$ cat config.mk
export PLATFORM = sky130hd
export DESIGN_NAME = mem_port_arbiter
export DESIGN_NICKNAME = d
export VERILOG_FILES = /design/src/rtl/arb_pkg.sv /design/src/rtl/mem_arb_pick.sv /design/src/rtl/mem_port_arbiter.sv
export SDC_FILE = /design/constraint.sdc
export NUM_CORES = 1
export LEC_CHECK = 0
export CAP_MARGIN = 15
export CORE_ASPECT_RATIO = 1.2
export CORE_MARGIN = 8
export CORE_UTILIZATION = 30
export CTS_BUF_LIST = sky130_fd_sc_hd__clkbuf_2
export CTS_CLUSTER_SIZE = 25
export DETAILED_ROUTE_END_ITERATION = 10
export GPL_ROUTABILITY_DRIVEN = 0
export PLACE_DENSITY_LB_ADDON = 0.05
export SYNTH_ARGS = -nofsm -noshare
export SYNTH_HDL_FRONTEND = slang
export SYNTH_SLANG_ARGS = --single-unit
$ cat constraint.sdc
create_clock -name clk -period 2.96 [get_ports clk]
set_clock_uncertainty 0.1 [all_clocks]
set_input_delay 0.444 -clock clk [delete_from_list [all_inputs] [get_ports clk]]
set_output_delay 0.444 -clock clk [all_outputs]
set_load 0.02 [all_outputs]
$ cat src/rtl/arb_pkg.sv
// Shared encodings and default widths for the program/data memory arbiter.
package arb_pkg;

  localparam int ARB_AW = 5;
  localparam int ARB_DW = 8;
  localparam int WCW    = 4;

  typedef enum logic [1:0] {
    IDLE  = 2'd0,
    GRANT = 2'd1,
    RDATA = 2'd2
  } arb_state_e;

  typedef enum logic {
    OWN_CPU  = 1'b0,
    OWN_HOST = 1'b1
  } owner_e;

endpackage

$ cat src/rtl/mem_arb_pick.sv
// Combinational winner selection between CPU and host loader.
// Build option ARB_RR_EN selects round-robin instead of host priority with starvation guard.
module mem_arb_pick
  import arb_pkg::*;
#(
  parameter int MAX_WAIT = 4
) (
  input  logic           cpu_req,
  input  logic           host_req,
  input  logic [WCW-1:0] wait_cnt,
  input  owner_e         last_owner,
  output owner_e         winner,
  output logic [WCW-1:0] wait_cnt_nxt
);

`ifdef ARB_RR_EN
  logic [WCW-1:0] unused_wait_s;
  assign unused_wait_s = wait_cnt;

  // On contention the side that did not own the memory last time goes next
  always_comb begin
    wait_cnt_nxt = {WCW{1'b0}};
    if (cpu_req && host_req) begin
      winner = (last_owner == OWN_HOST) ? OWN_CPU : OWN_HOST;
    end else if (host_req) begin
      winner = OWN_HOST;
    end else begin
      winner = OWN_CPU;
    end
  end
`else
  localparam logic [WCW-1:0] MAX_W   = WCW'(MAX_WAIT);
  localparam logic [WCW-1:0] WAIT_UP = WCW'(1);

  owner_e unused_owner_s;
  assign unused_owner_s = last_owner;

  // Host wins contention until the CPU has lost MAX_WAIT decisions in a row;
  // the increment only happens below MAX_W, so the count saturates there
  always_comb begin
    winner       = OWN_CPU;
    wait_cnt_nxt = wait_cnt;
    if (cpu_req && host_req) begin
      if (wait_cnt >= MAX_W) begin
        winner       = OWN_CPU;
        wait_cnt_nxt = {WCW{1'b0}};
      end else begin
        winner       = OWN_HOST;
        wait_cnt_nxt = wait_cnt + WAIT_UP;
      end
    end else if (host_req) begin
      winner       = OWN_HOST;
      wait_cnt_nxt = wait_cnt;
    end else begin
      winner       = OWN_CPU;
      wait_cnt_nxt = {WCW{1'b0}};
    end
  end
`endif

endmodule

$ cat src/rtl/mem_port_arbiter.sv
// Single-port 32x8 memory arbiter between CPU datapath and host loader, registered memory controls.
// Optional build macro ARB_RR_EN (handled inside mem_arb_pick) selects round-robin arbitration.
module mem_port_arbiter
  import arb_pkg::*;
#(
  parameter int AW       = ARB_AW,
  parameter int DW       = ARB_DW,
  parameter int MAX_WAIT = 4
) (
  input  logic          clk,
  input  logic          rst_n,
  input  logic          cpu_req,
  input  logic          cpu_we,
  input  logic [AW-1:0] cpu_addr,
  input  logic [DW-1:0] cpu_wdata,
  output logic          cpu_gnt,
  output logic          cpu_rvalid,
  output logic [DW-1:0] cpu_rdata,
  input  logic          host_req,
  input  logic          host_we,
  input  logic [AW-1:0] host_addr,
  input  logic [DW-1:0] host_wdata,
  output logic          host_gnt,
  output logic          host_rvalid,
  output logic [DW-1:0] host_rdata,
  output logic          mem_en,
  output logic          mem_we,
  output logic [AW-1:0] mem_addr,
  output logic [DW-1:0] mem_wdata,
  input  logic [DW-1:0] mem_rdata,
  output logic          busy
);

  arb_state_e     state_q, state_d;
  owner_e         owner_q, owner_d, pick_owner_s;
  logic [WCW-1:0] wait_cnt_q, wait_cnt_d, pick_wait_s;
  logic           we_q, we_d;
  logic [AW-1:0]  addr_q, addr_d;
  logic [DW-1:0]  wdata_q, wdata_d;
  logic           cpu_gnt_q, cpu_gnt_d, host_gnt_q, host_gnt_d;
  logic           cpu_rvalid_q, cpu_rvalid_d, host_rvalid_q, host_rvalid_d;
  logic           mem_en_q, mem_en_d, mem_we_q, mem_we_d;
  logic           busy_q, busy_d;

  mem_arb_pick #(
    .MAX_WAIT(MAX_WAIT)
  ) u_pick (
    .cpu_req     (cpu_req),
    .host_req    (host_req),
    .wait_cnt    (wait_cnt_q),
    .last_owner  (owner_q),
    .winner      (pick_owner_s),
    .wait_cnt_nxt(pick_wait_s)
  );

  // State, capture and output registers
  always_ff @(posedge clk or negedge rst_n) begin
    if (!rst_n) begin
      state_q       <= IDLE;
      owner_q       <= OWN_CPU;
      wait_cnt_q    <= {WCW{1'b0}};
      we_q          <= 1'b0;
      addr_q        <= {AW{1'b0}};
      wdata_q       <= {DW{1'b0}};
      cpu_gnt_q     <= 1'b0;
      host_gnt_q    <= 1'b0;
      cpu_rvalid_q  <= 1'b0;
      host_rvalid_q <= 1'b0;
      mem_en_q      <= 1'b0;
      mem_we_q      <= 1'b0;
      busy_q        <= 1'b0;
    end else begin
      state_q       <= state_d;
      owner_q       <= owner_d;
      wait_cnt_q    <= wait_cnt_d;
      we_q          <= we_d;
      addr_q        <= addr_d;
      wdata_q       <= wdata_d;
      cpu_gnt_q     <= cpu_gnt_d;
      host_gnt_q    <= host_gnt_d;
      cpu_rvalid_q  <= cpu_rvalid_d;
      host_rvalid_q <= host_rvalid_d;
      mem_en_q      <= mem_en_d;
      mem_we_q      <= mem_we_d;
      busy_q        <= busy_d;
    end
  end

  // Next state: requests are only looked at in IDLE; the winner's access is captured there
  always_comb begin
    state_d    = state_q;
    owner_d    = owner_q;
    wait_cnt_d = wait_cnt_q;
    we_d       = we_q;
    addr_d     = addr_q;
    wdata_d    = wdata_q;
    case (state_q)
      IDLE: begin
        if (cpu_req || host_req) begin
          state_d    = GRANT;
          owner_d    = pick_owner_s;
          wait_cnt_d = pick_wait_s;
          if (pick_owner_s == OWN_HOST) begin
            we_d    = host_we;
            addr_d  = host_addr;
            wdata_d = host_wdata;
          end else begin
            we_d    = cpu_we;
            addr_d  = cpu_addr;
            wdata_d = cpu_wdata;
          end
        end else begin
          state_d = IDLE;
        end
      end
      GRANT: begin
        if (we_q) begin
          state_d = IDLE;
        end else begin
          state_d = RDATA;
        end
      end
      RDATA:   state_d = IDLE;
      default: state_d = IDLE;
    endcase
  end

  // Output registers take the values that belong to the state being entered
  always_comb begin
    mem_en_d      = (state_d == GRANT);
    mem_we_d      = (state_d == GRANT) && we_d;
    cpu_gnt_d     = (state_d == GRANT) && (owner_d == OWN_CPU);
    host_gnt_d    = (state_d == GRANT) && (owner_d == OWN_HOST);
    cpu_rvalid_d  = (state_d == RDATA) && (owner_d == OWN_CPU);
    host_rvalid_d = (state_d == RDATA) && (owner_d == OWN_HOST);
    busy_d        = (state_d != IDLE);
  end

  assign cpu_gnt     = cpu_gnt_q;
  assign host_gnt    = host_gnt_q;
  assign cpu_rvalid  = cpu_rvalid_q;
  assign host_rvalid = host_rvalid_q;
  assign mem_en      = mem_en_q;
  assign mem_we      = mem_we_q;
  assign mem_addr    = addr_q;
  assign mem_wdata   = wdata_q;
  assign busy        = busy_q;

  // The RAM output is already registered, so read data is only steered, never re-registered
  assign cpu_rdata  = cpu_rvalid_q  ? mem_rdata : {DW{1'b0}};
  assign host_rdata = host_rvalid_q ? mem_rdata : {DW{1'b0}};

endmodule

# After elaboration in Yosys (flattened, before gate mapping)
# Index checks and enable logic that the tools add are counted.
# totals
ff_bits,28
in_bits,40
out_inout_bits,36
word_cells,49
# classes
add_sub_neg,1
order_cmp,1
eq_ne,4
n_mux,18
bitwise,1
n_reduce_logical,11
# op_table
op,n
$mux W8,3
$mux W4,3
$mux W1,9
$logic_and A1 B1 Y1,6
$mux W5,1
$add A4 B1 Y4 const B,1
$eq A2 B1 Y1 const B,2
$ge A4 B3 Y1 const B,1
$pmux W2 S2,1
$reduce_and A3 Y1,1
$eq A2 B2 Y1 const B,1
$logic_not A2 Y1,1
$mux W2,1
$ne A2 B1 Y1 const B,1
$reduce_and A2 Y1,1
$reduce_bool A2 Y1,1
$logic_or A1 B1 Y1,1
$not A1 Y1,1

# Longest topological paths before layout
# Gate-level depths: netlist (run 1).
# depth
depth_word,7
mapped_depth,5
ltp_nobuf,3

# Hierarchy
# From an unflattened synthesis (run 1), not the netlist that was laid out.
# unflattened
hier_cells,108
hier_area_um2,1478.9
# by_module_without_submodules
module,n_inst,cells_per_inst,area_per_inst_um2,seq_area_each_um2
mem_port_arbiter,1,93,1377.6,700.7
mem_arb_pick,1,15,101.3,0.0

# Worst setup path before layout (run 1)
# No wires, ideal clock.
# synth_timing
path_kind,in2reg
from,in host_req
to,"reg wdata_q[3], in the netlist mem_wdata[3]"
setup_time_ps,126
t_arrival_ps,1286
required_time_ps,2734
path_slack_ps,1448
path_stages,4
n_path_buf,1
cell_sequence,nor3b_4 > buf_6 > nor3b_1 > a221o_1
# synth_between
elab_chain_cells,3
word_cells_on_any_way,6
cone_classes,mux: 3; reduce/logical: 3
# synth_rtl
element,line,rtl
start: declaration,mem_port_arbiter.sv:19,"input logic host_req,"
$mux W1 or $logic_and A1 B1 Y1 (tied branches),"mem_arb_pick.sv:51, mem_arb_pick.sv:43",
$mux W1,mem_arb_pick.sv:43,if (cpu_req && host_req) begin
$mux W8,mem_port_arbiter.sv:103,if (pick_owner_s == OWN_HOST) begin
end signal: assignment,mem_port_arbiter.sv:64,wdata_q <= {DW{1'b0}};
end signal: assignment,mem_port_arbiter.sv:78,wdata_q <= wdata_d;
end: declaration,mem_port_arbiter.sv:39,"logic [DW-1:0] wdata_q, wdata_d;"
# Parallel ways exist; a longest one is shown, timed or not.
# A chain may end at the register's enable or synchronous reset.

# Worst setup path in the final report (run 1)
# layout_timing
from,in mem_rdata[5]
to,out host_rdata[5]
# layout_between
elab_chain_cells,1
# layout_rtl
element,line,rtl
start: declaration,mem_port_arbiter.sv:30,"input logic [DW-1:0] mem_rdata,"
$mux W8,mem_port_arbiter.sv:151,assign host_rdata = host_rvalid_q ? mem_rdata : {DW{1'b0}};
end: declaration,mem_port_arbiter.sv:25,"output logic [DW-1:0] host_rdata,"
# No other way between the ends.

==> impl_metrics.ini, run 1 <==
[cells_and_area]
nNetsFinal = 224
fillers = 391
drive_above_1_share = 0.07735
multi_input_area_um2 = 536.8
area_delta_synth_final_pct = 64.42
diodes = 0
seq_area_um2 = 700.7
final_core_util = 0.5030

[global_route]
grt_pass1_wl_um = 6003
overflow = 0
grt_max_degree = 29
grtUsageTotal = 0.1169
antenna_found_initial = 0
grt_pass1_vias = 1226

[timing]
fmax_mhz = 454.0
drv_slew = 0
timing.final.crit_share = 0.7442
rsz0062_at_grt = false
worst_pin_slew_ns = 0.8242
worst_slack_ns = 0.7573
min_period_ns = 2.203
setup_violations = 0
whs_ns = 0.3393
tns_ns = 0
final_hold_viol_count = 0
relSlewSlack = 0.4505

[synth]
seq_area_frac_synth = 0.5458
yosys_warnings = 0
ys_types = 24
synth_nets = 146
netlist_area_mm2 = 0.001284
yosysMostFrequentCell = dfrtp_1
synth-edff-count = 0
synth_seq_cells = 28
yosysTopAreaCell = dfrtp_1
synthTopCellsByArea = dfrtp_1, a221o_1, and2_1
avgSynthCellArea_um2 = 12.23
async_flop_share = 1.000
synth_common_cells = dfrtp_1, and2_1, a221o_1
synthCells = 105
ys.flop_type = dfrtp_1
yosysTopAreaCellShare = 0.5458

[floorplanning]
die_h_um = 87.66
ioPinCount = 76
initial_core_util = 0.3059
core.rowCount = 26
coreArea_mm2 = 0.004197
die_x_um = 75.72
die_area_mm2 = 0.006637

[drt]
ant_nets = 0
drc = 0
drt_iter0_markers = 33
wl_per_cell_um = 15.61
postRouteWirelength_um = 3699
via_per_inst = 4.722
route.vias.total = 1119
firstDrtPassIters = 4

[setup_path]
r2r_end = we_q$_DFF_PN0_
crit_path_start_kind = primary input
worstPathArrival_ns = 1.66
crit_type = primary input to output pin
crit_fanout = 2
r2r_start = state_q[1]$_DFF_PN0_
reg2reg_slack_ns = 1.09
ff2ff_path_depth = 3
crit_required_ns = 2.42
endpoint_kind = output pin

[placed_design]
dp_hpwl_um = 2922
pre_cts_ws_ns = 0.5162
io_buffers = 75

[clock_network]
clkTransAtPathRegs_ns = 0.23
cts.repair.resized = 0
htreeDepth = 1
cts_tree = built
cts_made_buffers = 3
post-cts-setup-buffer-count = 0
cts_hold_buf = 0
cts_sinks = 28
root_buffer = clkbuf_2
cts_buffer_depth = 2
insertion_delay_ns = 0.33

[flow_run]
drv_cap = 0

[status]
status = finished clean

[power_and_ir_drop]
powerDensity_mw_per_mm2 = 828.1
power_uw = 1748
cellLeakagePower_uw = 0.0008649
irDropWorstVdd_v = 0.0003818

[worst_hold_path]
hp-class = primary input to async pin
## cells by family after synthesis
group           after synthesis  share of synthesized area
flops                        28                     0.5458
simple gates                 47                     0.2700
buf+inv                       8                    0.03607
compound gates               21                     0.1384
fa+ha+maj                     1                   0.009745
## report_power, final
group          leakage [uW]  internal (uW)  switching, uW
registers          0.000354            541            100
clock network     0.0000125           27.6            101
logic              0.000499            496            482
## metal layers
layer	GRT usage	routed length, um	up-vias
met5	0	0	-
met4	0.03678	28	0
met3	0.03895	293	2
met2	0.2069	1930	35
met1	0.1260	1446	544
li1	-	-	538
## state kept, by name (all words and copies together) (netlist names)
name and cells:
busy 1, mem_we 1, owner_q 1, mem_addr 5
mem_en 1, cpu_rvalid 1, host_gnt 1, mem_wdata 8
host_rvalid 1, we_q 1, cpu_gnt 1, state_q 2
wait_cnt_q 4
## layout make-up
cell class                      count  share of cell area
Timing Repair Buffer               79              0.3699
Sequential cell                    28              0.3320
Multi-Input combinational cell     69              0.2543
Tap cell                           56             0.03320
Clock buffer                        3            0.007113
Inverter                            2            0.003557
## how the worst max path moves through the flow
stage          slack, ns                   from                        to  cells past startpoint
4_1_cts             0.74  host_rvalid$_DFF_PN0_             host_rdata[5]                      2
3_3_place_gp        0.56                cpu_req            we_q$_DFF_PN0_                      4
5_1_grt             0.66  host_rvalid$_DFF_PN0_             host_rdata[6]                      2
3_5_place_dp        0.52                cpu_req            we_q$_DFF_PN0_                      4
6_report            0.76           mem_rdata[5]             host_rdata[5]                      3
2_1_floorplan       1.45               host_req  mem_wdata[3]$_DFFE_PN0P_                      4
## placed cells by master, fill, tap and decap left out, types with 2 or more instances in the layout
cell             instances
nand2_1                  3
inv_1                    2
clkdlybuf4s50_1         75
a221o_1                 14
nand3_1                  3
and2_1                  17
nor3b_1                 10
nor2_1                   2
nor3b_2                  5
dfrtp_1                 28
o21ai_0                  4
buf_4                    4
clkbuf_2                 3
## worst max-delay path, cell delays in order
cell	delay [ns]
clkdlybuf4s50_1	0.47
and2_1	0.14
clkdlybuf4s50_1	0.61
## through the flow
stage	instances	cell area (um2)
finish	237	2111
CTS	237	2111
global placement	234	2096
global route	237	2111
floorplan	105	1284
detailed placement	234	2096
Note: power is estimated with default switching activity, not from simulation.
==> inputs of run 2 (changes only) <==
==> constraint.sdc (replaced) <==
create_clock -name clk -period 1.9 [get_ports clk]
set_clock_uncertainty 0.1 [all_clocks]
set_input_delay 0.285 -clock clk [delete_from_list [all_inputs] [get_ports clk]]
set_output_delay 0.285 -clock clk [all_outputs]
set_load 0.02 [all_outputs]
==> impl_metrics.ini, run 2 (same netlist as run 1, synthesis figures left out) <==
[drt]
wl_per_cell_um = 16.19
via_per_inst = 4.626
firstDrtPassIters = 4
drc = 0
drt_iter0_markers = 32
postRouteWirelength_um = 3982
ant_nets = 0
route.vias.total = 1138

[floorplanning]
die_h_um = 87.66
die_area_mm2 = 0.006637
die_x_um = 75.72
ioPinCount = 76
coreArea_mm2 = 0.004197
core.rowCount = 26
initial_core_util = 0.3059

[timing]
tns_ns = 0
worst_pin_slew_ns = 0.3577
fmax_mhz = 556.0
drv_slew = 0
min_period_ns = 1.799
rsz0062_at_grt = false
relSlewSlack = 0.7616
whs_ns = 0.1394
timing.final.crit_share = 0.9466
setup_violations = 0
final_hold_viol_count = 0

[setup_path]
cp_slowest_cell = clkdlybuf4s50_1
cp_top_family = buffers and inverters
crit_path_start_kind = flop
endpoint_kind = output pin
crit_chain = clkdlybuf4s50_1
crit_required_ns = 1.51
worstPathArrival_ns = 1.41
crit_fanout = 2
critPathBufInv = 1
crit_type = flop to output pin
max_stage_delay_ns = 0.62

[placed_design]
dp_hpwl_um = 3234
io_buffers = 75
place_inst = 242

[clock_network]
htreeDepth = 1
cts_hold_buf = 0
cts.repair.resized = 18
post-cts-setup-buffer-count = 0
cts_buffer_depth = 2
cts_sinks = 28
cts_made_buffers = 3
clkTransAtPathRegs_ns = 0.27
cts_tree = built
insertion_delay_ns = 0.36
root_buffer = clkbuf_2

[cells_and_area]
nNetsFinal = 232
largest_reg_flops = 8
mostFrequentLayoutCells = clkdlybuf4s50_1, dfrtp_1, and2_1
final_core_util = 0.5182
diodes = 0
final_common_cell = clkdlybuf4s50_1
area_delta_synth_final_pct = 69.40
drive_above_1_share = 0.1263
instances_no_fill = 246

[power_and_ir_drop]
irDropWorstVdd_v = 0.0004983
powerDensity_mw_per_mm2 = 1285
power_uw = 2794
cellLeakagePower_uw = 0.001013

[flow_run]
drv_cap = 0

[status]
status = finished clean

[global_route]
grt_pass1_wl_um = 6216
antenna_found_initial = 0
grtUsageTotal = 0.1232
overflow = 0
grt_max_degree = 29
grt_pass1_vias = 1239

[worst_hold_path]
hp-class = primary input to async pin
run 2: area by class of cell:
type	count	area, um2
Clock buffer	3	15.01
Sequential cell	28	703.2
Clock inverter	1	3.754
Tap cell	56	70.07
Multi-Input combinational cell	69	536.8
Fill cell	403	2022
Timing Repair Buffer	87	838.3
Inverter	2	7.507
run 2: path summary, 6_finish.rpt:
kind,start,to,slack (ns),cells past startpoint
setup / recovery,mem_wdata[5]$_DFFE_PN0P_,mem_wdata[5],0.10,1
min in group clk,owner_q$_DFF_PN0_,cpu_rvalid$_DFF_PN0_,0.38,1
hold reg to reg,owner_q$_DFF_PN0_,cpu_rvalid$_DFF_PN0_,0.38,1
hold / removal,rst_n,mem_we$_DFF_PN0_,0.14,2
max in group asynchronous,rst_n,host_rvalid$_DFF_PN0_,1.25,2
setup reg to reg,state_q[1]$_DFF_PN0_,mem_wdata[5]$_DFFE_PN0P_,0.27,4
run 2: per-stage QoR:
step / instance area, um2 / setup slack [ns]
after floorplan: 1284 / 0.4052
after global placement: 2168 / -0.006997
final: 2175 / 0.1014
after CTS: 2170 / 0.03004
after global routing: 2175 / 0.01491
after detailed placement: 2168 / -0.07112
run 2: layer usage:
metal	wire (um)	up-vias	global-route usage
li1	-	553	-
met1	1524	546	0.1286
met2	2155	37	0.2266
met3	275	2	0.03322
met4	26	0	0.04203
met5	0	-	0
run 2: power by group:
group / switching, uW / internal (uW)
registers: 159 / 845
logic: 771 / 799
clock network: 173 / 45.7
==> inputs of run 3 (changes only) <==
--- a/config.mk
+++ b/config.mk
@@ -8,12 +8,12 @@
 export CAP_MARGIN = 15
 export CORE_ASPECT_RATIO = 1.2
 export CORE_MARGIN = 8
-export CORE_UTILIZATION = 30
+export CORE_UTILIZATION = 35
 export CTS_BUF_LIST = sky130_fd_sc_hd__clkbuf_2
-export CTS_CLUSTER_SIZE = 25
+export CTS_CLUSTER_SIZE = 20
 export DETAILED_ROUTE_END_ITERATION = 10
 export GPL_ROUTABILITY_DRIVEN = 0
-export PLACE_DENSITY_LB_ADDON = 0.05
+export PLACE_DENSITY_LB_ADDON = 0.3
 export SYNTH_ARGS = -nofsm -noshare
 export SYNTH_HDL_FRONTEND = slang
 export SYNTH_SLANG_ARGS = --single-unit
==> impl_metrics.ini, run 3 (same netlist as run 1, synthesis figures left out) <==
[status]
status = finished clean

[clock_network]
cts_hold_buf = 0
clkTransAtPathRegs_ns = 0.24
cts_buffer_depth = 2
htreeDepth = 1
root_buffer = clkbuf_2
cts_tree = built
cts_sinks = 28
cts_made_buffers = 3
insertion_delay_ns = 0.35

[setup_path]
cp_top_family = buffers and inverters
crit_path_start_kind = flop
cp_slowest_cell = clkdlybuf4s50_1
endpoint_kind = output pin
worstPathArrival_ns = 1.39
crit_chain = clkdlybuf4s50_1
critPathBufInv = 1
crit_type = flop to output pin
crit_fanout = 2
max_stage_delay_ns = 0.63
crit_required_ns = 1.51

[cells_and_area]
fillers = 320
nNetsFinal = 232
drive_above_1_share = 0.1421
largest_reg_flops = 8
mostFrequentLayoutCells = clkdlybuf4s50_1, dfrtp_1, and2_1
final_common_cell = clkdlybuf4s50_1
post-route-cell-area_mm2 = 0.002131
diodes = 0
area_delta_synth_final_pct = 65.98

[floorplanning]
die_area_mm2 = 0.005870
die_h_um = 82.34
initial_core_util = 0.3592
coreArea_mm2 = 0.003573
core.rowCount = 24
die_x_um = 71.29
ioPinCount = 76

[timing]
min_period_ns = 1.778
timing.final.crit_share = 0.9358
fmax_mhz = 562.4
drv_slew = 0
worst_pin_slew_ns = 0.3318
setup_violations = 0
rsz0062_at_grt = false
worst_slack_ns = 0.1220
final_hold_viol_count = 0
whs_ns = 0.1502
relSlewSlack = 0.7788

[global_route]
antenna_found_initial = 0
overflow = 0
grtUsageTotal = 0.1391
grt_pass1_vias = 1369
grt_pass1_wl_um = 6479
grt_max_degree = 29

[placed_design]
io_buffers = 75
pre_cts_ws_ns = -0.07062
dp_hpwl_um = 3219
place_area_mm2 = 0.002132

[power_and_ir_drop]
clock_power_share = 0.077
swShare = 0.3999
powerDensity_mw_per_mm2 = 1298
irDropWorstVdd_v = 0.0006412
p_comb_frac = 0.560
p_sw_uw = 1106
p_int_uw = 1660
p_seq_frac = 0.364
cellLeakagePower_uw = 0.0009844

[drt]
wl_per_cell_um = 17.21
postRouteWirelength_um = 3941
via_per_inst = 5.201
route.vias.total = 1191
drc = 0
firstDrtPassIters = 4
ant_nets = 0
drt_iter0_markers = 22

[worst_hold_path]
hp-class = primary input to async pin

[flow_run]
drv_cap = 0
## run 3: changes by cell type in the layout (fill, tap and decap cells not counted), sizes merged
cell,before,now
clkbuf,3,7
dlygate4sd2,16,13
dlymetal6s2s,2,1
## run 3: area by class of cell
type,instances,area (um2),area share
clock inverter,1,3.754,0.001762
multi-input combinational,69,536.8,0.2519
inverter,2,7.507,0.003523
timing repair buffer,87,815.8,0.3829
sequential,28,703.2,0.3300
clock buffer,3,15.01,0.007046
tap,39,48.80,0.02290
## run 3: power groups by stage
stage | sequential, uW | clock, uW | combinational (uW)
CTS | 1010 | 222 | 1580
floorplan | 1220 | 0 | 591
detailed placement | 1020 | 0 | 1610
global route | 1040 | 242 | 1660
global placement | 1000 | 0 | 1570
finish | 1010 | 212 | 1550
## run 3: layer usage
metal / GRT usage / routed length (um) / share of wire / vias up
met3: 0.04831 / 368 / 0.093 / 4
met1: 0.1263 / 1390 / 0.35 / 577
li1: - / - / - / 552
met4: 0.05417 / 34 / 0.0086 / 0
met5: 0 / 0 / 0 / -
met2: 0.2769 / 2147 / 0.54 / 58
## run 3: through the flow
step                power (uW)  utilization  instances  setup TNS (ns)
floorplan                 1814            -        105               0
global placement          2572       0.5966        223        -0.04278
detailed placement        2626       0.5966        223         -0.3527
CTS                       2805       0.5994        229               0
global route              2950       0.5963        229               0
finish                    2765       0.5963        229               0
## run 3: worst register-to-register path: cells and delay by family, from the launching register on
family          cells  cell delay [ns]
simple gates        2             0.64
flops               1             0.47
buf+inv             1             0.21
compound gates      1             0.15
## run 3: timing repair
item	in CTS	in global routing
setup buffers	2	0
endpoints found under the setup margin	17	5
gates resized for setup	18	10
## run 3: path summary, 6_finish.rpt
kind / cells past startpoint / startpoint / slack [ns] / end
min reg2reg: 1 / owner_q$_DFF_PN0_ / 0.39 / cpu_rvalid$_DFF_PN0_
min: 2 / rst_n / 0.15 / wait_cnt_q[0]$_DFFE_PN0P_
max in group asynchronous: 2 / rst_n / 1.28 / host_rvalid$_DFF_PN0_
min in group clk: 1 / owner_q$_DFF_PN0_ / 0.39 / cpu_rvalid$_DFF_PN0_
max: 1 / mem_wdata[2]$_DFFE_PN0P_ / 0.12 / mem_wdata[2]
max reg2reg: 4 / state_q[1]$_DFF_PN0_ / 0.30 / mem_wdata[7]$_DFFE_PN0P_
